<file path="config.mk">
export PLATFORM = sky130hd
export DESIGN_NAME = mem_bus_ctrl
export DESIGN_NICKNAME = d
export VERILOG_FILES = /design/src/rtl/mem_bus_ctrl.sv
export SDC_FILE = /design/constraint.sdc
export NUM_CORES = 1
export LEC_CHECK = 0
export BUFFER_PORTS_ARGS = -buffer_cell sky130_fd_sc_hd__clkbuf_2
export CORE_AREA = 2 2 107 109
export DETAILED_ROUTE_END_ITERATION = 10
export DIE_AREA = 0 0 109 111
export PLACE_DENSITY = 0.85
export SETUP_SLACK_MARGIN = 0.02
export SLEW_MARGIN = 10
export SYNTH_ARGS = -nofsm -noshare
export SYNTH_HDL_FRONTEND = slang
export SYNTH_SLANG_ARGS = --single-unit
</file>
<file path="constraint.sdc">
create_clock -name clk -period 2.92 [get_ports clk]
set_input_delay 0.292 -clock clk [delete_from_list [all_inputs] [get_ports clk]]
set_output_delay 0.292 -clock clk [all_outputs]
set_load 0.02 [all_outputs]
</file>
<file path="src/rtl/mem_bus_ctrl.sv">
// -----------------------------------------------------------------------------
// mem_bus_ctrl
// Puts the loads and stores issued by the MEM stage onto the single-master
// data bus. Data memory is big-endian: byte offset 0 is bits 31:24.
//
// Ports:
//   clk, rst          clock and synchronous active-high reset
//   mem_req_i         MEM stage holds a load/store this cycle
//   mem_we_i          1 = store, 0 = load
//   mem_size_i        00 byte, 01 half, 10/11 word
//   mem_signed_i      sign-extend a byte/half load
//   mem_addr_i        byte address
//   mem_wdata_i       right-justified store data
//   flush_i           kill the instruction currently in MEM
//   bus_ack_i         bus transfer complete
//   bus_rdata_i       bus read data, valid with bus_ack_i
//   bus_ce_o          bus request
//   bus_we_o          bus write enable
//   bus_addr_o        word-aligned bus address
//   bus_sel_o         byte-lane enables
//   bus_wdata_o       lane-replicated store data
//   stall_req_o       stall request to the pipeline controller
//   rdata_o           extended load result (held until next capture)
//   rdata_valid_o     one-cycle load-complete strobe
//   misalign_o        misaligned access detected
//   bus_err_o         one-cycle bus timeout strobe
// -----------------------------------------------------------------------------
module mem_bus_ctrl #(
    parameter int TIMEOUT_CYCLES = 255,
    parameter int CNT_W          = 8
) (
    input  logic        clk,
    input  logic        rst,
    input  logic        mem_req_i,
    input  logic        mem_we_i,
    input  logic [1:0]  mem_size_i,
    input  logic        mem_signed_i,
    input  logic [31:0] mem_addr_i,
    input  logic [31:0] mem_wdata_i,
    input  logic        flush_i,
    input  logic        bus_ack_i,
    input  logic [31:0] bus_rdata_i,
    output logic        bus_ce_o,
    output logic        bus_we_o,
    output logic [31:0] bus_addr_o,
    output logic [3:0]  bus_sel_o,
    output logic [31:0] bus_wdata_o,
    output logic        stall_req_o,
    output logic [31:0] rdata_o,
    output logic        rdata_valid_o,
    output logic        misalign_o,
    output logic        bus_err_o
);

    typedef enum logic [1:0] {S_IDLE, S_WAIT, S_DONE} state_t;

    state_t      state_q, state_d;
    logic [CNT_W-1:0] cnt_q, cnt_d;
    logic        kill_q, kill_d;
    logic        err_q, err_d;
    logic        we_q, we_d;
    logic        signed_q, signed_d;
    logic [1:0]  size_q, size_d;
    logic [31:0] addr_q, addr_d;
    logic [3:0]  sel_q, sel_d;
    logic [31:0] wdata_q, wdata_d;
    logic [31:0] rdata_q, rdata_d;

    logic        misaligned;
    logic        accept;
    logic        timeout_hit;
    logic [3:0]  sel_in;
    logic [31:0] wdata_in;
    logic [31:0] load_ext;
    logic [31:0] byte_shifted;
    logic [15:0] half_lane;

    assign misaligned  = ((mem_size_i == 2'b01) & mem_addr_i[0])
                       | (mem_size_i[1] & (|mem_addr_i[1:0]));
    assign accept      = (state_q == S_IDLE) & mem_req_i & ~flush_i & ~misaligned;
    assign timeout_hit = (cnt_q == CNT_W'(TIMEOUT_CYCLES - 1));

    // Lane selects and store-data replication for the incoming request
    always_comb begin
        sel_in   = 4'b1111;
        wdata_in = mem_wdata_i;
        case (mem_size_i)
            2'b00: begin
                sel_in   = 4'b1000 >> mem_addr_i[1:0];
                wdata_in = {4{mem_wdata_i[7:0]}};
            end
            2'b01: begin
                sel_in   = mem_addr_i[1] ? 4'b0011 : 4'b1100;
                wdata_in = {2{mem_wdata_i[15:0]}};
            end
            default: begin
                sel_in   = 4'b1111;
                wdata_in = mem_wdata_i;
            end
        endcase
    end

    // Big-endian lane extraction: offset 0 lives in the top byte, so the
    // byte is shifted down by (3 - offset) bytes.
    assign byte_shifted = bus_rdata_i >> {~addr_q[1:0], 3'b000};
    assign half_lane    = addr_q[1] ? bus_rdata_i[15:0] : bus_rdata_i[31:16];

    always_comb begin
        load_ext = bus_rdata_i;
        case (size_q)
            2'b00:   load_ext = {{24{signed_q & byte_shifted[7]}}, byte_shifted[7:0]};
            2'b01:   load_ext = {{16{signed_q & half_lane[15]}}, half_lane};
            default: load_ext = bus_rdata_i;
        endcase
    end

    always_comb begin
        state_d  = state_q;
        cnt_d    = cnt_q;
        kill_d   = kill_q;
        err_d    = err_q;
        we_d     = we_q;
        signed_d = signed_q;
        size_d   = size_q;
        addr_d   = addr_q;
        sel_d    = sel_q;
        wdata_d  = wdata_q;
        rdata_d  = rdata_q;
        case (state_q)
            S_IDLE: begin
                kill_d = 1'b0;
                err_d  = 1'b0;
                if (accept) begin
                    we_d     = mem_we_i;
                    signed_d = mem_signed_i;
                    size_d   = mem_size_i;
                    addr_d   = mem_addr_i;
                    sel_d    = sel_in;
                    wdata_d  = wdata_in;
                    cnt_d    = '0;
                    state_d  = S_WAIT;
                end
            end
            S_WAIT: begin
                // The bus cannot cancel, so a flush only marks the access dead.
                if (flush_i) begin
                    kill_d = 1'b1;
                end
                if (bus_ack_i) begin
                    rdata_d = load_ext;
                    state_d = kill_q ? S_IDLE : S_DONE;
                end else if (timeout_hit) begin
                    err_d   = 1'b1;
                    rdata_d = '0;
                    state_d = S_DONE;
                end else begin
                    cnt_d = cnt_q + CNT_W'(1);
                end
            end
            S_DONE: begin
                kill_d  = 1'b0;
                state_d = S_IDLE;
            end
            default: state_d = S_IDLE;
        endcase
    end

    always_ff @(posedge clk) begin
        if (rst) begin
            state_q  <= S_IDLE;
            cnt_q    <= '0;
            kill_q   <= 1'b0;
            err_q    <= 1'b0;
            we_q     <= 1'b0;
            signed_q <= 1'b0;
            size_q   <= 2'b00;
            addr_q   <= '0;
            sel_q    <= '0;
            wdata_q  <= '0;
            rdata_q  <= '0;
        end else begin
            state_q  <= state_d;
            cnt_q    <= cnt_d;
            kill_q   <= kill_d;
            err_q    <= err_d;
            we_q     <= we_d;
            signed_q <= signed_d;
            size_q   <= size_d;
            addr_q   <= addr_d;
            sel_q    <= sel_d;
            wdata_q  <= wdata_d;
            rdata_q  <= rdata_d;
        end
    end

    // Outputs: everything is forced low while reset is held.
    logic in_wait;
    logic done_live;

    assign in_wait   = ~rst & (state_q == S_WAIT);
    // A flush arriving in DONE or a kill flag from WAIT suppresses both strobes
    assign done_live = ~rst & (state_q == S_DONE) & ~kill_q & ~flush_i;

    assign bus_ce_o      = in_wait;
    assign bus_we_o      = in_wait & we_q;
    assign bus_addr_o    = in_wait ? {addr_q[31:2], 2'b00} : 32'h0;
    assign bus_sel_o     = in_wait ? sel_q : 4'h0;
    assign bus_wdata_o   = in_wait ? wdata_q : 32'h0;
    assign stall_req_o   = ~rst & (accept | (state_q == S_WAIT));
    assign rdata_o       = rst ? 32'h0 : rdata_q;
    assign rdata_valid_o = done_live & ~we_q & ~err_q;
    assign bus_err_o     = done_live & err_q;
    assign misalign_o    = ~rst & (state_q == S_IDLE) & mem_req_i & ~flush_i & misaligned;

endmodule

</file>
==> metrics <==
Final period util=0.818; I/O pins=roughly 210; port bufs=about 210; Gate Count Post-Synth=~750; final wirelength=16,400 um; layout cells sized above 1=0.289; CTS max path bufs=2; M2 GR Usage=0.440; Worst EP arrival=2.10 ns; post-route ant nets=0; clock insertion delay at the later pin of the skew report=approximately 0.40 ns; antenna cells=0; CP Class=register to output pin; sequential fraction of design power=0.417; Post-synth top flop=dfxtp_1; Synth Area in XOR/XNOR=0; max incr delay on CP=0.44 ns; clk sinks=around 120; Max Slew Vio Count=0; vias post-DR=5,923; Async SR Flop Fraction=0; post-synthesis mux area share=0.0592; cell taking the most area after synthesis=dfxtp_1; M1 GR Usage=0.339; final-report hold violation count=0; Syn. warnings=0; core area=roughly 11,000 um2; Sw Share=0.249; Remaining DRCs=0; largest net degree at the start of global routing=79; # rows=39; class of the worst hold path=primary input to register; P&R area growth vs syn=28.0%; status=complete, no violations; Mean Syn Cell Area=7.76 um2; largest family of logic cells by synthesized area=simple AND/OR/NAND/NOR gates; die height=111 um; peak supply drop=between 0.0003 and 0.0004 V; Clock Power Share=0.488; cts hold-fix bufs=0; CP Cell Sequence=nor4b_4 > nand3_2 > a21oi_1 > clkbuf_2; Critical Path RT=2.63 ns; Die ar.=12,100 um2; CP max stage cell=nand3_2; number of synthesized register bits=116; Placer Congestion=~0.87; fmax=about 420 MHz; Sum Neg Setup Slack=0 ns; sequential fraction of the synthesis area=0.398; Commonest cells post-synth=125 x nand2_1, 116 x dfxtp_1, 103 x o21ai_0, 78 x a21oi_1, 68 x and2_1; number of global-route vias before repair=roughly 5,400; Mapped Area=5830 um2; power density cells=534 nW/um2; most used standard cell by instance count after synthesis=nand2_1; Wirelength per Cell=15.1 um; Levels on crit path=4; # nets final=between 1,000 and 1,500; Final Setup Violations=0; CTS buffer count=17; initial antenna violation count=1; CTS tree=done; internal power=0.00300 W; post_cts resized=0; Comb pwr share=0.096; met3 Use GR=0.0670; Buf/Inv on CP=1; post-place instance area=6900 um2; DRT iter0 DRCs=390; Finished Cell Area=7470 um2; DP HPWL=about 11,000 um; Tmin final=2.39 ns; net switching power=0.000993 W; fillers=947; Synth Area in Simple Gates=0.247; Synth Area in Adders=0.00429; max_cap viols=0; EDFF count, synth=0; wire length of the first global-routing pass=between 20,000 and 30,000 um; crit end category=output pin; post-synth top area share=0.398; Clock transition at path regs=0.05 ns; placed insts=about 1,100; Worst Setup Start Kind=register; Total GRT Usage=0.270; Post-CTS Setup Repair Bufs=0; CP delay by family, top=simple AND/OR/NAND/NOR gates; unrepaired setup endpoints after global routing=false; Pre-antenna DRT Iters=5; synth top area cells=dfxtp_1 40%, o21ai_0 8.8%, nand2_1 8.0%; grt ovf=0; GR peak layer=met2; hold path depth=3; R2R cell count=4; CTS root buf=clkbuf_16; Worst Tran Pin Value=0.880 ns; P_leak=3.15 nW; compound-gate portion of the synthesized area=0.236; crit-path max FO=20; DIE WIDTH=109 um; starting density of the core=0.526; Setup Skew=approximately 0.010 ns; Via-to-Cell Ratio=5.46; non-filler cells, final=1,085; Synth cell types=48; Rel. slew slack=0.411; Max H-tree Level=4
-- cell families (layout without fill, tap and decap cells) --
kind of cell,count (synthesis),count (layout)
other,1,2
muxes,32,32
adders and majority gates,2,2
and+or+nand+nor,286,286
DFF,116,116
buffers and inverters,74,264
AOI/OAI and AO/OA,240,240
-- power by group through the flow --
| stage | sequential [W] | combinational [W] | clock (W) |
|---|---|---|---|
| floorplan | 0.00168 | 0.000238 | 0 |
| global placement | 0.00169 | 0.000373 | 0 |
| detailed placement | 0.00169 | 0.000377 | 0 |
| CTS | 0.00166 | 0.000380 | 0.00197 |
| global route | 0.00167 | 0.000423 | 0.00204 |
| finish | 0.00166 | 0.000382 | 0.00194 |
-- state kept, by name, indices dropped and copies added (netlist names) --
name,cells
rdata_q,32
size_q,2
wdata_q,32
err_q,1
cnt_q,8
state_q,2
addr_q,32
sel_q,4
kill_q,1
we_q,1
signed_q,1
-- cell usage in the layout, fill, tap and decap left out, drive strengths merged, types with 2 or more instances in the layout --
cell type | netlist | routed
nand3 | 7 | 7
dfxtp | 116 | 116
nor2 | 26 | 26
a21oi | 79 | 79
inv | 10 | 11
nand3b | 7 | 7
a311oi | 10 | 10
mux2i | 21 | 21
nor3b | 3 | 3
buf | 21 | 14
mux2 | 10 | 10
conb | 1 | 2
o21a | 8 | 8
ha | 2 | 2
a211oi | 12 | 12
clkinvlp | 0 | 4
o21ai | 106 | 106
clkinv | 1 | 7
nor2b | 33 | 33
o211ai | 8 | 8
clkbuf | 42 | 227
nand2 | 125 | 125
o2111ai | 2 | 2
nor3 | 4 | 4
a211o | 7 | 7
nand2b | 7 | 7
a2111oi | 2 | 2
and3 | 2 | 2
and2 | 68 | 68
-- routing by layer --
metal / vias to the layer above / part of all wire
met5: - / 0
met4: 0 / 0.025
met3: 34 / 0.072
met2: 224 / 0.48
met1: 2729 / 0.42
li1: 2936 / -
-- final timing paths --
check                                              from                  endpoint  slack [ns]
worst max-delay path            state_q[1]$_SDFFE_PP0P_               stall_req_o        0.53
worst min-delay path                     mem_addr_i[25]   addr_q[25]$_SDFFE_PP0P_        0.11
worst max register to register   addr_q[1]$_SDFFE_PP0P_  rdata_q[22]$_SDFFE_PP0P_        0.82
worst min register to register  addr_q[25]$_SDFFE_PP0P_   addr_q[25]$_SDFFE_PP0P_        0.45
-- final cells by class --
type / instances / area [um2] / area share
clock buffers: 20 / 457 / 0.0612
clock inverters: 12 / 106 / 0.0142
inverters: 11 / 41.3 / 0.00553
multi-input cells: 562 / 3210 / 0.430
flip-flops and latches: 116 / 2320 / 0.311
well taps: 143 / 179 / 0.0240
repair buffers: 221 / 1150 / 0.155
-- worst min-delay path, cell delays in order --
cell and delay, ns:
clkbuf_2 0.08, nand2_1 0.04, a21oi_1 0.05
-- through the flow --
stage	power (W)	hold slack, ns	worst slack [ns]	util
2_1_floorplan	0.00192	0.414	1.11	-
3_3_place_gp	0.00207	0.437	0.915	0.623
3_5_place_dp	0.00207	0.442	0.859	0.623
4_1_cts	0.00401	0.0953	0.519	0.674
5_1_grt	0.00413	0.0963	0.397	0.674
6_report	0.00399	0.107	0.531	0.674
No activity file was read; power rests on OpenSTA's default activity.
